==> config.mk <==
export PLATFORM = sky130hd
export DESIGN_NAME = mem_port_arbiter
export DESIGN_NICKNAME = d
export VERILOG_FILES = /design/src/rtl/mem_port_arbiter.sv
export SDC_FILE = /design/constraint.sdc
export NUM_CORES = 1
export LEC_CHECK = 0
export CORE_MARGIN = 3
export CORE_UTILIZATION = 23
export CTS_BUF_LIST = sky130_fd_sc_hd__clkbuf_16
export DETAILED_ROUTE_END_ITERATION = 8
export PLACE_DENSITY = 0.8
export SYNTH_ARGS = -nofsm -noshare
export SYNTH_HDL_FRONTEND = slang
export SYNTH_SLANG_ARGS = --single-unit
==> constraint.sdc <==
create_clock -name clk -period 1.1 [get_ports clk]
set_clock_uncertainty 0.05 [all_clocks]
set_input_delay 0.11 -clock clk [delete_from_list [all_inputs] [get_ports clk]]
set_output_delay 0.11 -clock clk [all_outputs]
set_load 0.1 [all_outputs]
==> src/rtl/mem_port_arbiter.sv <==
// Round-robin arbiter sharing a dual-port register memory between N_REQ requesters.
// Optional address bounds checking is enabled by defining MEM_ARB_BOUNDS_EN.
module mem_port_arbiter #(
    parameter int unsigned N_REQ     = 2,
    parameter int unsigned MEM_SIZE  = 6,
    parameter int unsigned DATA_W    = 10,
    parameter int unsigned ADDR_SIZE = $clog2(MEM_SIZE),
    parameter int unsigned ID_W      = (N_REQ > 1) ? $clog2(N_REQ) : 1
) (
    input  logic                          clk,
    input  logic                          rst_n,
    input  logic [N_REQ-1:0]              wr_valid,
    input  logic [N_REQ*ADDR_SIZE-1:0]    wr_addr,
    input  logic [N_REQ*DATA_W-1:0]       wr_data,
    output logic [N_REQ-1:0]              wr_ready,
    input  logic [N_REQ-1:0]              rd_valid,
    input  logic [N_REQ*ADDR_SIZE-1:0]    rd_addr,
    output logic [N_REQ-1:0]              rd_ready,
    output logic                          rsp_valid,
    output logic [ID_W-1:0]               rsp_id,
    output logic [DATA_W-1:0]             rsp_data,
    output logic                          rsp_err,
    output logic                          mem_write_flag,
    output logic [ADDR_SIZE-1:0]          mem_addr_w,
    output logic [DATA_W-1:0]             mem_data_in,
    output logic                          mem_read_flag,
    output logic [ADDR_SIZE-1:0]          mem_addr_r,
    input  logic [DATA_W-1:0]             mem_data_out
);

    // Returns {hit, index}: first set bit of v at or above ptr, else lowest set bit.
    function automatic logic [ID_W:0] rr_pick(input logic [N_REQ-1:0] v,
                                              input logic [ID_W-1:0]  ptr);
        logic            found_hi;
        logic            found_any;
        logic [ID_W-1:0] sel_hi;
        logic [ID_W-1:0] sel_any;
        found_hi  = 1'b0;
        found_any = 1'b0;
        sel_hi    = '0;
        sel_any   = '0;
        for (int i = N_REQ - 1; i >= 0; i--) begin
            if (v[i]) begin
                found_any = 1'b1;
                sel_any   = ID_W'(i);
                if (ID_W'(i) >= ptr) begin
                    found_hi = 1'b1;
                    sel_hi   = ID_W'(i);
                end
            end
        end
        return found_hi ? {1'b1, sel_hi} : {found_any, sel_any};
    endfunction

    function automatic logic [ID_W-1:0] rr_next(input logic [ID_W-1:0] g);
        return ((32'(g) + 32'd1) >= N_REQ) ? '0 : ID_W'(32'(g) + 32'd1);
    endfunction

    logic [ID_W-1:0]      wr_ptr;
    logic [ID_W-1:0]      rd_ptr;
    logic [ID_W:0]        wr_pick_c;
    logic [ID_W:0]        rd_pick_c;
    logic                 wr_hit_c;
    logic                 rd_hit_c;
    logic [ID_W-1:0]      wr_sel_c;
    logic [ID_W-1:0]      rd_sel_c;
    logic [ADDR_SIZE-1:0] wr_addr_sel_c;
    logic [ADDR_SIZE-1:0] rd_addr_sel_c;
    logic [DATA_W-1:0]    wr_data_sel_c;
    logic                 wr_in_range_c;
    logic                 rd_in_range_c;

    // Grant selection, slice muxing and memory drive; reset masks every grant.
    always_comb begin
        wr_pick_c     = rr_pick(wr_valid, wr_ptr);
        rd_pick_c     = rr_pick(rd_valid, rd_ptr);
        wr_hit_c      = wr_pick_c[ID_W] & rst_n;
        rd_hit_c      = rd_pick_c[ID_W] & rst_n;
        wr_sel_c      = wr_pick_c[ID_W-1:0];
        rd_sel_c      = rd_pick_c[ID_W-1:0];
        wr_addr_sel_c = '0;
        rd_addr_sel_c = '0;
        wr_data_sel_c = '0;
        wr_ready      = '0;
        rd_ready      = '0;
        for (int i = 0; i < N_REQ; i++) begin
            if (ID_W'(i) == wr_sel_c) begin
                wr_addr_sel_c = wr_addr[i*ADDR_SIZE +: ADDR_SIZE];
                wr_data_sel_c = wr_data[i*DATA_W +: DATA_W];
            end
            if (ID_W'(i) == rd_sel_c) begin
                rd_addr_sel_c = rd_addr[i*ADDR_SIZE +: ADDR_SIZE];
            end
            wr_ready[i] = wr_hit_c && (ID_W'(i) == wr_sel_c);
            rd_ready[i] = rd_hit_c && (ID_W'(i) == rd_sel_c);
        end
`ifdef MEM_ARB_BOUNDS_EN
        wr_in_range_c = (32'(wr_addr_sel_c) < MEM_SIZE);
        rd_in_range_c = (32'(rd_addr_sel_c) < MEM_SIZE);
`else
        wr_in_range_c = 1'b1;
        rd_in_range_c = 1'b1;
`endif
        mem_write_flag = wr_hit_c & wr_in_range_c;
        mem_addr_w     = mem_write_flag ? wr_addr_sel_c : '0;
        mem_data_in    = mem_write_flag ? wr_data_sel_c : '0;
        mem_read_flag  = rd_hit_c & rd_in_range_c;
        mem_addr_r     = mem_read_flag ? rd_addr_sel_c : '0;
    end

`ifdef MEM_ARB_BOUNDS_EN
    logic rsp_err_q;
`endif

    // Pointers and the response tag that lines up with the memory's read latency.
    always_ff @(posedge clk or negedge rst_n) begin
        if (!rst_n) begin
            wr_ptr    <= '0;
            rd_ptr    <= '0;
            rsp_valid <= 1'b0;
            rsp_id    <= '0;
`ifdef MEM_ARB_BOUNDS_EN
            rsp_err_q <= 1'b0;
`endif
        end else begin
            if (wr_hit_c) begin
                wr_ptr <= rr_next(wr_sel_c);
            end
            if (rd_hit_c) begin
                rd_ptr <= rr_next(rd_sel_c);
                rsp_id <= rd_sel_c;
            end
            rsp_valid <= rd_hit_c;
`ifdef MEM_ARB_BOUNDS_EN
            rsp_err_q <= rd_hit_c & ~rd_in_range_c;
`endif
        end
    end

`ifdef MEM_ARB_BOUNDS_EN
    assign rsp_err  = rsp_err_q;
    assign rsp_data = rsp_err_q ? '0 : mem_data_out;
`else
    assign rsp_err  = 1'b0;
    assign rsp_data = mem_data_out;
`endif

endmodule

==> Yosys cells after proc, flatten, opt, wreduce, memory -nomap -nowiden <==
Cells that the tools add are included.
{ "totals": {"reg_bits": 4, "inputBits": 48, "elab_cells": 48} }
{ "op_classes": {"add_sub_neg": 2, "order_cmp": 6, "mux": 28, "bitwise": 4, "reduce_logical": 4} }
{ "op_table": {"columns": ["cell", "count"], "rows": [
  ["greater-or-equal comparator 32 x 2 -> 1 bit (second input constant)", 2],
  ["two-way mux 1 bit", 20],
  ["two-way mux 10 bit", 2],
  ["two-way mux 3 bit", 4],
  ["adder 1 x 1 -> 2 bit (second input constant)", 2],
  ["greater-or-equal comparator 1 bit (first input constant)", 4],
  ["logical AND 1 bit", 4],
  ["two-way mux 2 bit", 2],
  ["AND 1 bit", 2],
  ["inverter 1 bit", 2]
]} }

==> Logic depth before layout (Yosys ltp) <==
Gate-level depths: netlist of run 1.
{ "depth": {"ltp_word": 9, "ltp_mapped": 4, "depth_no_buf": 3} }

==> Worst setup path before layout of run 1 <==
Ideal clock, no wire load.
{ "synth_path": {"kind": "register to output", "start": "register wr_ptr", "end": "output mem_addr_w[0]", "arrival_ns": 2.210, "required_time_ns": 0.940, "path_slack_ns": -1.270, "stages_incl_launch_ff": 5, "cell_sequence": "dfrtp_1 nand2_1 nand2_2 buf_4 o22ai_1"} }
{ "synth_between": {"elab_chain_len": 8, "word_cells_on_any_way": 12} }
{ "synth_lines": {"columns": ["element", "line_no", "rtl"], "rows": [
  ["from (decl)", "59", "logic [ID_W-1:0] wr_ptr;"],
  ["from (signal assigned)", "127", "wr_ptr <= rr_next(wr_sel_c);"],
  ["greater-or-equal comparator 1 bit", "46", "if (ID_W'(i) >= ptr) begin"],
  ["two-way mux 1 bit", "46", null],
  ["two-way mux 1 bit", "43", "if (v[i]) begin"],
  ["two-way mux 1 bit", "46", null],
  ["two-way mux 1 bit", "43", null],
  ["two-way mux 2 bit (*)", "52", "return found_hi ? {1'b1, sel_hi} : {found_any, sel_any};"],
  ["two-way mux 3 bit or AND 1 bit (tied branches)", "87, 77", null],
  ["two-way mux 3 bit (*)", "105", "mem_addr_w = mem_write_flag ? wr_addr_sel_c : '0;"],
  ["to (decl)", "24", "output logic [ADDR_SIZE-1:0] mem_addr_w,"]
]} }
Every way passes the cells marked *; elsewhere a longest branch is shown, timed or not.

==> Worst setup path in the final report of run 1 <==
Same ends and word-level chain as after synthesis.

==> impl_results.md, run 1 <==
* Pint at about 1300 uW
* Seq pwr share at 0.088
* Antenna viol nets, final at 0
* RSZ-0062 raised after global routing: yes
* GR Util All Layers at 0.215
* PortBufs at 61
* Outcome: finished with violations
* Number of diodes at 0
* Syn Nets at 141
* I/O pins at 83
* Most frequent cells in the layout: 32 x nand2_1, 32 x clkdlybuf4s50_1, 28 x buf_12
* Core area at 2280 um^2
* Initial antenna violation count at 0
* Post-Syn Instances at 93
* R2R depth at 4
* Yosys top cell area share at 0.233
* Final core occ at 0.864
* Sw power at roughly 1100 uW
* Comb pwr share at 0.664
* Max Cap Viol at 0
* Nets@finish at 214
* DIE AREA at 3080 um^2
* Seq cells post-synth at 4
* Endpoints failing hold at 0
* Worst setup margin at -405 ps
* CTS clk-pin slew, worst paths at 30 ps
* Switching Fraction at 0.448
* Htree depth at 1
* Max FO, Critical Path at 7
* PD cells at 1200 nW/um^2
* Area contributors post-synth: nand2_1 23%, buf_4 19%, dfrtp_1 18%
* CTS tree: built
* Fin crit share at 1.37
* GRT overflow at 0
* Startpoint types: register
* First-pass GRT wire length at about 5200 um
* Max IR drop VDD at 826 uV
* Setup TNS at -6840 ps
* Worst setup EP type: output pin
* Syn-to-layout area delta at 249%
* R2r setup slk at ~50 ps
* Worst endpoint required time at 940 ps
* Leading area contributor after synthesis: nand2_1
* RD Place Congestion at about 0.7
* CTS sink cnt at 4
* Failing checks: negative setup slack
* Layout cells sized above 1 at 0.533
* Pwr Total at 2350 uW
* P_leak at 0.000774 uW
* # rows at 17
* Dpl ws at -488 ps
* Via density at 5.01
* Distinct cells, synth at 16
* Clock Latency Late Sink at 220 ps
* Initial DRC count at 25
* Hold WC Path Type: primary input to async pin
* # DRC at 0
* Setup CP Type: register to output pin
* First-pass iteration count of the detailed router at 4
* DR WL/cell at approximately 17 um
* Pin count of the biggest net entering global routing at 25
* Die Y at 55.5 um
* Final setup viols at 20
* Synthesized area at roughly 560 um^2
* Synth warn at 0
* Initial core utilization at 0.248
* Slew Limit Fails at 0
* DR vias at approximately 970
* Clock buffer depth at 2
* Dpl hpwl at ~2200 um
* Vias in the first global route at between 1000 and 1500
* Post-synthesis sequential area ratio at 0.177
* WL final at 3200 um
* WP data arrival at about 1400 ps
* FMAX at 0.664 GHz
* Reg2reg end: rd_ptr$_DFFE_PN0P_
* Worst r2r src: rd_ptr$_DFFE_PN0P_
* Clk pwr share at 0.248
* Mapped Avg Cell Area at 6.07 um^2
* CTS buffer count at 3
* Clk Tree Root Cell: clkbuf_16
* Tmin final at 1510 ps
* Die W at approximately 56 um
per-stage QoR:
step | instances | hold WS [ps] | instance area [um^2]
after floorplan | 93 | -236 | 871
after CTS | 192 | 42.6 | 1950
after global routing | 193 | 37.3 | 1970
after global placement | 179 | 171 | 1750
final | 193 | 29.7 | 1970
after detailed placement | 179 | 171 | 1750
power groups by stage:
stage               Clock [uW]  Sequential (uW)  Combinational, uW
floorplan                    0              257               1030
global placement             0              200               1450
detailed placement           0              201               1470
CTS                        591              203               1540
global route               601              209               1610
finish                     583              207               1560
worst max-delay path, stage by stage (launching register included):
cell     delay [ps]
dfrtp_1         420
nand2_2         120
nand2_4          80
buf_12          160
o22ai_4         150
buf_12          200
Yosys cell counts:
| library cell | number |
|---|---|
| a21oi_1 | 3 |
| a31oi_1 | 2 |
| and3_1 | 1 |
| buf_2 | 2 |
| buf_4 | 14 |
| buf_6 | 1 |
| conb_1 | 1 |
| dfrtp_1 | 4 |
| inv_1 | 2 |
| inv_2 | 1 |
| nand2_1 | 35 |
| nand2_2 | 1 |
| nor2_1 | 8 |
| o21ai_1 | 1 |
| o21ai_4 | 1 |
| o22ai_1 | 16 |
layer usage:
| layer | share of wire | global-route usage | vias to the layer above |
|---|---|---|---|
| li1 | - | - | 442 |
| met1 | 0.34 | 0.200 | 458 |
| met2 | 0.58 | 0.436 | 56 |
| met3 | 0.054 | 0.0304 | 10 |
| met4 | 0.028 | 0.111 | 0 |
| met5 | 0 | 0 | - |
cell families after synthesis:
family                 count (synthesis)  synth area share
AOI/OAI and AO/OA                     23             0.264
and+or+nand+nor                       45             0.308
other                                  1           0.00665
buffers and inverters                 20             0.244
DFF                                    4             0.177
timing repair:
| action | in CTS | in global routing |
|---|---|---|
| pin swaps | 10 | 7 |
| hold endpoints to repair | 2 | 0 |
| endpoints found under the setup margin | 24 | 23 |
| cloned | 1 | 0 |
| resized for setup | 21 | 10 |
| setup buffers | 7 | 2 |
| hold buffers | 1 | 0 |
how the worst max path moves through the flow:
stage / endpoint / depth (start not counted) / start / slack (ps)
2_1_floorplan: mem_addr_w[0] / 4 / wr_ptr$_DFFE_PN0P_ / -390
4_1_cts: mem_data_in[0] / 4 / wr_ptr$_DFFE_PN0P_ / -420
3_5_place_dp: mem_data_in[2] / 5 / rst_n / -490
6_report: mem_addr_w[0] / 5 / wr_ptr$_DFFE_PN0P_ / -410
3_3_place_gp: mem_addr_r[0] / 5 / rst_n / -440
5_1_grt: mem_addr_w[0] / 5 / wr_ptr$_DFFE_PN0P_ / -450
state kept, by name (all words and copies together) (netlist names):
name and count:
wr_ptr 1, rsp_valid 1, rsp_id 1, rd_ptr 1
final cells by class:
type	count	area, um^2
Fill cell	113	309
Timing Repair Buffer	85	1100
Sequential cell	4	103
Tap cell	28	35.0
Inverter	3	15.0
Clock buffer	3	75.1
Multi-Input combinational cell	69	636
Clock inverter	1	3.75
No activity file was read; power rests on OpenSTA's default activity.
==> inputs of run 2 (changes only) <==
TNS_END_PERCENT = 5   (was not set)
==> run 2 against run 1 <==
Effect of this change: combinational power is essentially flat; setup slack improved by 7.0 ps; highest routed layer unchanged; critical endpoint is now mem_data_in[6]; clock power down 3.6%; register-to-register slack improved by 40 ps; largest power group unchanged; the flow still finishes with violations (negative setup slack); cell area down 3.9%; global-route usage shrank 2.0 points; wire length is 4.7% lower.
==> impl_results.md, run 2 (same netlist as run 1, synthesis figures left out) <==
* Tmin final at roughly 1500 ps
* Initial core utilization at 0.248
* First-pass iteration count of the detailed router at 4
* Hold WS at 150 ps
* Max IR drop VDD at 2140 uV
* Max Cap Viol at 0
* Outcome: finished with violations
* Die W at roughly 56 um
* PortBufs at 61
* DIE AREA at 3080 um^2
* Worst setup EP type: output pin
* DR vias at 900
* First-pass GRT wire length at 4730 um
* Slew Limit Fails at 0
* DR WL/cell at 16.2 um
* Vias in the first global route at between 900 and 1000
* Syn-to-layout area delta at 235%
* Clk Tree Root Cell: clkbuf_16
* R2r setup slk at 90 ps
* Pin count of the biggest net entering global routing at 21
* Worst r2r src: rd_ptr$_DFFE_PN0P_
* Reg2reg end: rd_ptr$_DFFE_PN0P_
* Dpl ws at -454 ps
* Dpl hpwl at 2440 um
* Clock Latency Late Sink at 220 ps
* CTS clk-pin slew, worst paths at approximately 30 ps
* FMAX at 0.667 GHz
* Clock buffer depth at 2
* Post-CTS Hold Buffers at 0
* GR Util All Layers at 0.195
* Initial antenna violation count at 0
* Worst setup margin at -398 ps
* Antenna viol nets, final at 0
* CTS tree: built
* Core area at 2280 um^2
* WL final at 3050 um
* Number of diodes at 0
* Layout cells sized above 1 at 0.469
* Startpoint types: register
* Dpl cells at ~180
* Failing checks: negative setup slack
* Via density at 4.79
* RD Place Congestion at 0.835
* Endpoints failing hold at 0
* Hold WC Path Type: primary input to async pin
* Die Y at 55.5 um
* PD cells at 1210 nW/um^2
* Post-CTS Repair Setup Buffers at 0
* Worst endpoint required time at approximately 940 ps
* R2R depth at 4
* Final core occ at 0.830
* Commonest non-fill, non-tap cell in the layout: nand2_1
* # DRC at 0
* Initial DRC count at 31
* GRT overflow at 0
* P_leak at 0.000749 uW
* Nets@finish at 210
* Max FO, Critical Path at 5
* CTS buffer count at 3
* Final setup viols at 22
* WP data arrival at 1340 ps
* Final cell count without fillers at 188
* RSZ-0062 raised after global routing: yes
* Htree depth at 1
* Most frequent cells in the layout: 33 x nand2_1, 32 x clkdlybuf4s50_1, 28 x buf_12
* Pwr Total at 2280 uW
* Fin crit share at 1.36
* Setup CP Type: register to output pin
* CTS sink cnt at 4
* I/O pins at 83
* # rows at 17
[run 2: cell types whose count changed in the layout (fill, tap and decap cells not counted), sizes merged]
cell	change
buf	-5
clkbuf	-1
clkinvlp	-1
dlygate4sd2	+3
dlygate4sd3	-1
[run 2: worst max-delay path by stage]
stage                                   from        endpoint  slack, ps  depth (start not counted)
after floorplan           wr_ptr$_DFFE_PN0P_   mem_addr_w[0]       -400                          4
after detailed placement               rst_n   mem_addr_w[2]       -450                          5
after global placement                 rst_n   mem_addr_r[0]       -400                          5
final                     wr_ptr$_DFFE_PN0P_  mem_data_in[6]       -400                          4
after global routing      wr_ptr$_DFFE_PN0P_   mem_addr_w[0]       -430                          4
after CTS                 wr_ptr$_DFFE_PN0P_  mem_data_in[3]       -400                          4
[run 2: where the power goes]
| part | switching (uW) | internal, uW |
|---|---|---|
| Sequential | 22.5 | 171 |
| Combinational | 896 | 630 |
| Clock | 97.9 | 464 |
| Total | 1020 | 1270 |
[run 2: final cells by class]
| cell class | count | area (um^2) |
|---|---|---|
| Clock buffer | 3 | 75.1 |
| Tap cell | 28 | 35.0 |
| Multi-Input combinational cell | 69 | 598 |
| Inverter | 3 | 11.3 |
| Timing Repair Buffer | 81 | 1070 |
| Sequential cell | 4 | 100 |
| Fill cell | 128 | 387 |
[run 2: per-stage QoR]
stage / cell area (um^2) / TNS (ps)
after floorplan: 842 / -6930
after global routing: 1890 / -8020
after detailed placement: 1780 / -9550
after CTS: 1860 / -7300
final: 1890 / -7200
after global placement: 1780 / -9040
[run 2: routing by layer]
metal,track usage,vias up,share of wire
met5,0,-,0
met4,0.0694,0,0.027
met3,0.0561,6,0.063
met2,0.380,40,0.60
met1,0.190,417,0.30
li1,-,437,-
[run 2: timing repair]
action / CTS / global route
pin swaps: 5 / 9
gates cloned: 0 / 1
resized for setup: 9 / 1
setup endpoints to repair: 25 / 22
[run 2: critical path: stages (launching register included)]
cell and delay, ps:
dfrtp_1 410, o21ai_4 240, clkbuf_16 220, o22ai_4 80
buf_12 170
==> inputs of run 3 (changes only) <==
clock period = 1.7 ns   (was 1.1 ns; I/O delays follow)
==> run 3 against run 2 <==
Effect of this change: the flow now finishes without violations; combinational power down 47%; sequential share of layout area is 0.99 points higher; cell area is 16% lower; first-iteration DRC count shrank 48%; critical endpoint is now mem_data_in[1]; largest power group unchanged; highest routed layer unchanged.
==> impl_results.md, run 3 (same netlist as run 1, synthesis figures left out) <==
* Outcome: finished clean
* RD Place Congestion at 0.787
* Worst endpoint required time at 1480 ps
* PD cells at ~820 nW/um^2
* CTS sink cnt at 4
* First-pass iteration count of the detailed router at 4
* Core area at 2280 um^2
* Max Cap Viol at 0
* CTS tree: built
* Final core occ at 0.699
* Dpl hpwl at 1780 um
* Setup TNS at 0 ps
* Pin count of the biggest net entering global routing at 44
* Slew Limit Fails at 0
* Clock Latency Late Sink at 220 ps
* Htree depth at 1
* GRT met1 Usage at 0.142
* Initial DRC count at 16
* Pwr Total at between 1000 and 1500 uW
* WP data arrival at approximately 1500 ps
* DIE AREA at 3080 um^2
* GR Util All Layers at 0.141
* Worst setup EP type: output pin
* Startpoint types: primary input
* Syn-to-layout area delta at 182%
* I/O pins at 83
* Number of diodes at 0
* CTS clk-pin slew, worst paths at 30 ps
* DR WL/cell at ~14 um
* RSZ-0062 raised after global routing: yes
* CTS buffer count at 3
* Via density at 4.91
* Clk Tree Root Cell: clkbuf_16
* Initial antenna violation count at 0
* PortBufs at 61
* Setup CP Type: primary input to output pin
* Endpoints failing hold at 0
* Top Usage Layer GRT: met2
* Most frequent cells in the layout: 35 x nand2_1, 35 x clkdlybuf4s50_1, 24 x buf_12
* Hold WC Path Type: primary input to async pin
* # DRC at 0
* WL final at 2420 um
* # rows at 17
* First-pass GRT wire length at 3510 um
* Initial core utilization at 0.248
* Layout cells sized above 1 at 0.395
* DR vias at between 800 and 900
* Clock buffer depth at 2
* Final setup viols at 0
* Die Y at 55.5 um
* Tmin final at 1670 ps
* Vias in the first global route at 791
* Max IR drop VDD at 702 uV
* Antenna viol nets, final at 0
* Die W at 55.5 um
* Nets@finish at 197
* Max FO, Critical Path at 7
* Fin crit share at 0.981
* GR Util met3 at 0.0327
* P_leak at 0.000669 uW
* GRT overflow at 0
* FMAX at 0.599 GHz
* M2 GR Usage at 0.265
run 3: final cells by class:
| type | instances | area [um^2] |
|---|---|---|
| multi-input combinational | 69 | 440 |
| fill | 163 | 684 |
| timing repair buffer | 68 | 926 |
| inverter | 3 | 15.0 |
| clock buffer | 3 | 75.1 |
| sequential | 4 | 100 |
| tap | 28 | 35.0 |
run 3: where the power goes:
| group | internal, uW | total [uW] | leakage (uW) | switching (uW) |
|---|---|---|---|---|
| sequential | 111 | 128 | 0.0000461 | 17.8 |
| clock | 300 | 363 | 0.0000370 | 63.0 |
| combinational | 315 | 817 | 0.000586 | 502 |
| total | 726 | 1310 | 0.000669 | 583 |
run 3: metal layers:
metal / vias to the layer above / wire, um
met4: 0 / 63
met5: - / 0
met3: 10 / 183
met1: 394 / 838
met2: 45 / 1330
li1: 411 / -
run 3: what timing repair did:
action,4_1_cts,5_1_grt
gates cloned,0,1
setup endpoints to repair,16,18
gates resized for setup,3,13
pin swaps,1,0
buffers inserted,3,0
hold buffers,0,0
run 3: per-stage QoR:
stage | cell area [um^2] | setup WS [ps] | hold WS [ps] | cells
after floorplan | 621 | -573 | -176 | 93
after global placement | 1400 | -116 | 291 | 168
after detailed placement | 1400 | -151 | 291 | 168
after CTS | 1520 | -23.3 | 281 | 174
after global routing | 1590 | -38.7 | 19.9 | 175
final | 1590 | 31.9 | 5.34 | 175
run 3: worst max-delay path: stages:
cell and delay (ps):
clkdlybuf4s50_1 480, buf_4 130, o21ai_4 60, buf_4 170
o22ai_2 230, buf_12 200
run 3: path summary, 6_finish.rpt:
| check | from | endpoint | slack, ps | cells past startpoint |
|---|---|---|---|---|
| max in group asynchronous | rst_n | rd_ptr$_DFFE_PN0P_ | 1480 | 2 |
| worst min-delay path | rst_n | wr_ptr$_DFFE_PN0P_ | 5 | 2 |
| min in group clk | mem_data_out[4] | rsp_data[4] | 290 | 0 |
| worst max register to register | rd_ptr$_DFFE_PN0P_ | rsp_id$_DFFE_PN0P_ | 720 | 3 |
| worst min register to register | rd_ptr$_DFFE_PN0P_ | rd_ptr$_DFFE_PN0P_ | 490 | 1 |
| worst max-delay path | wr_valid[1] | mem_data_in[1] | 30 | 6 |
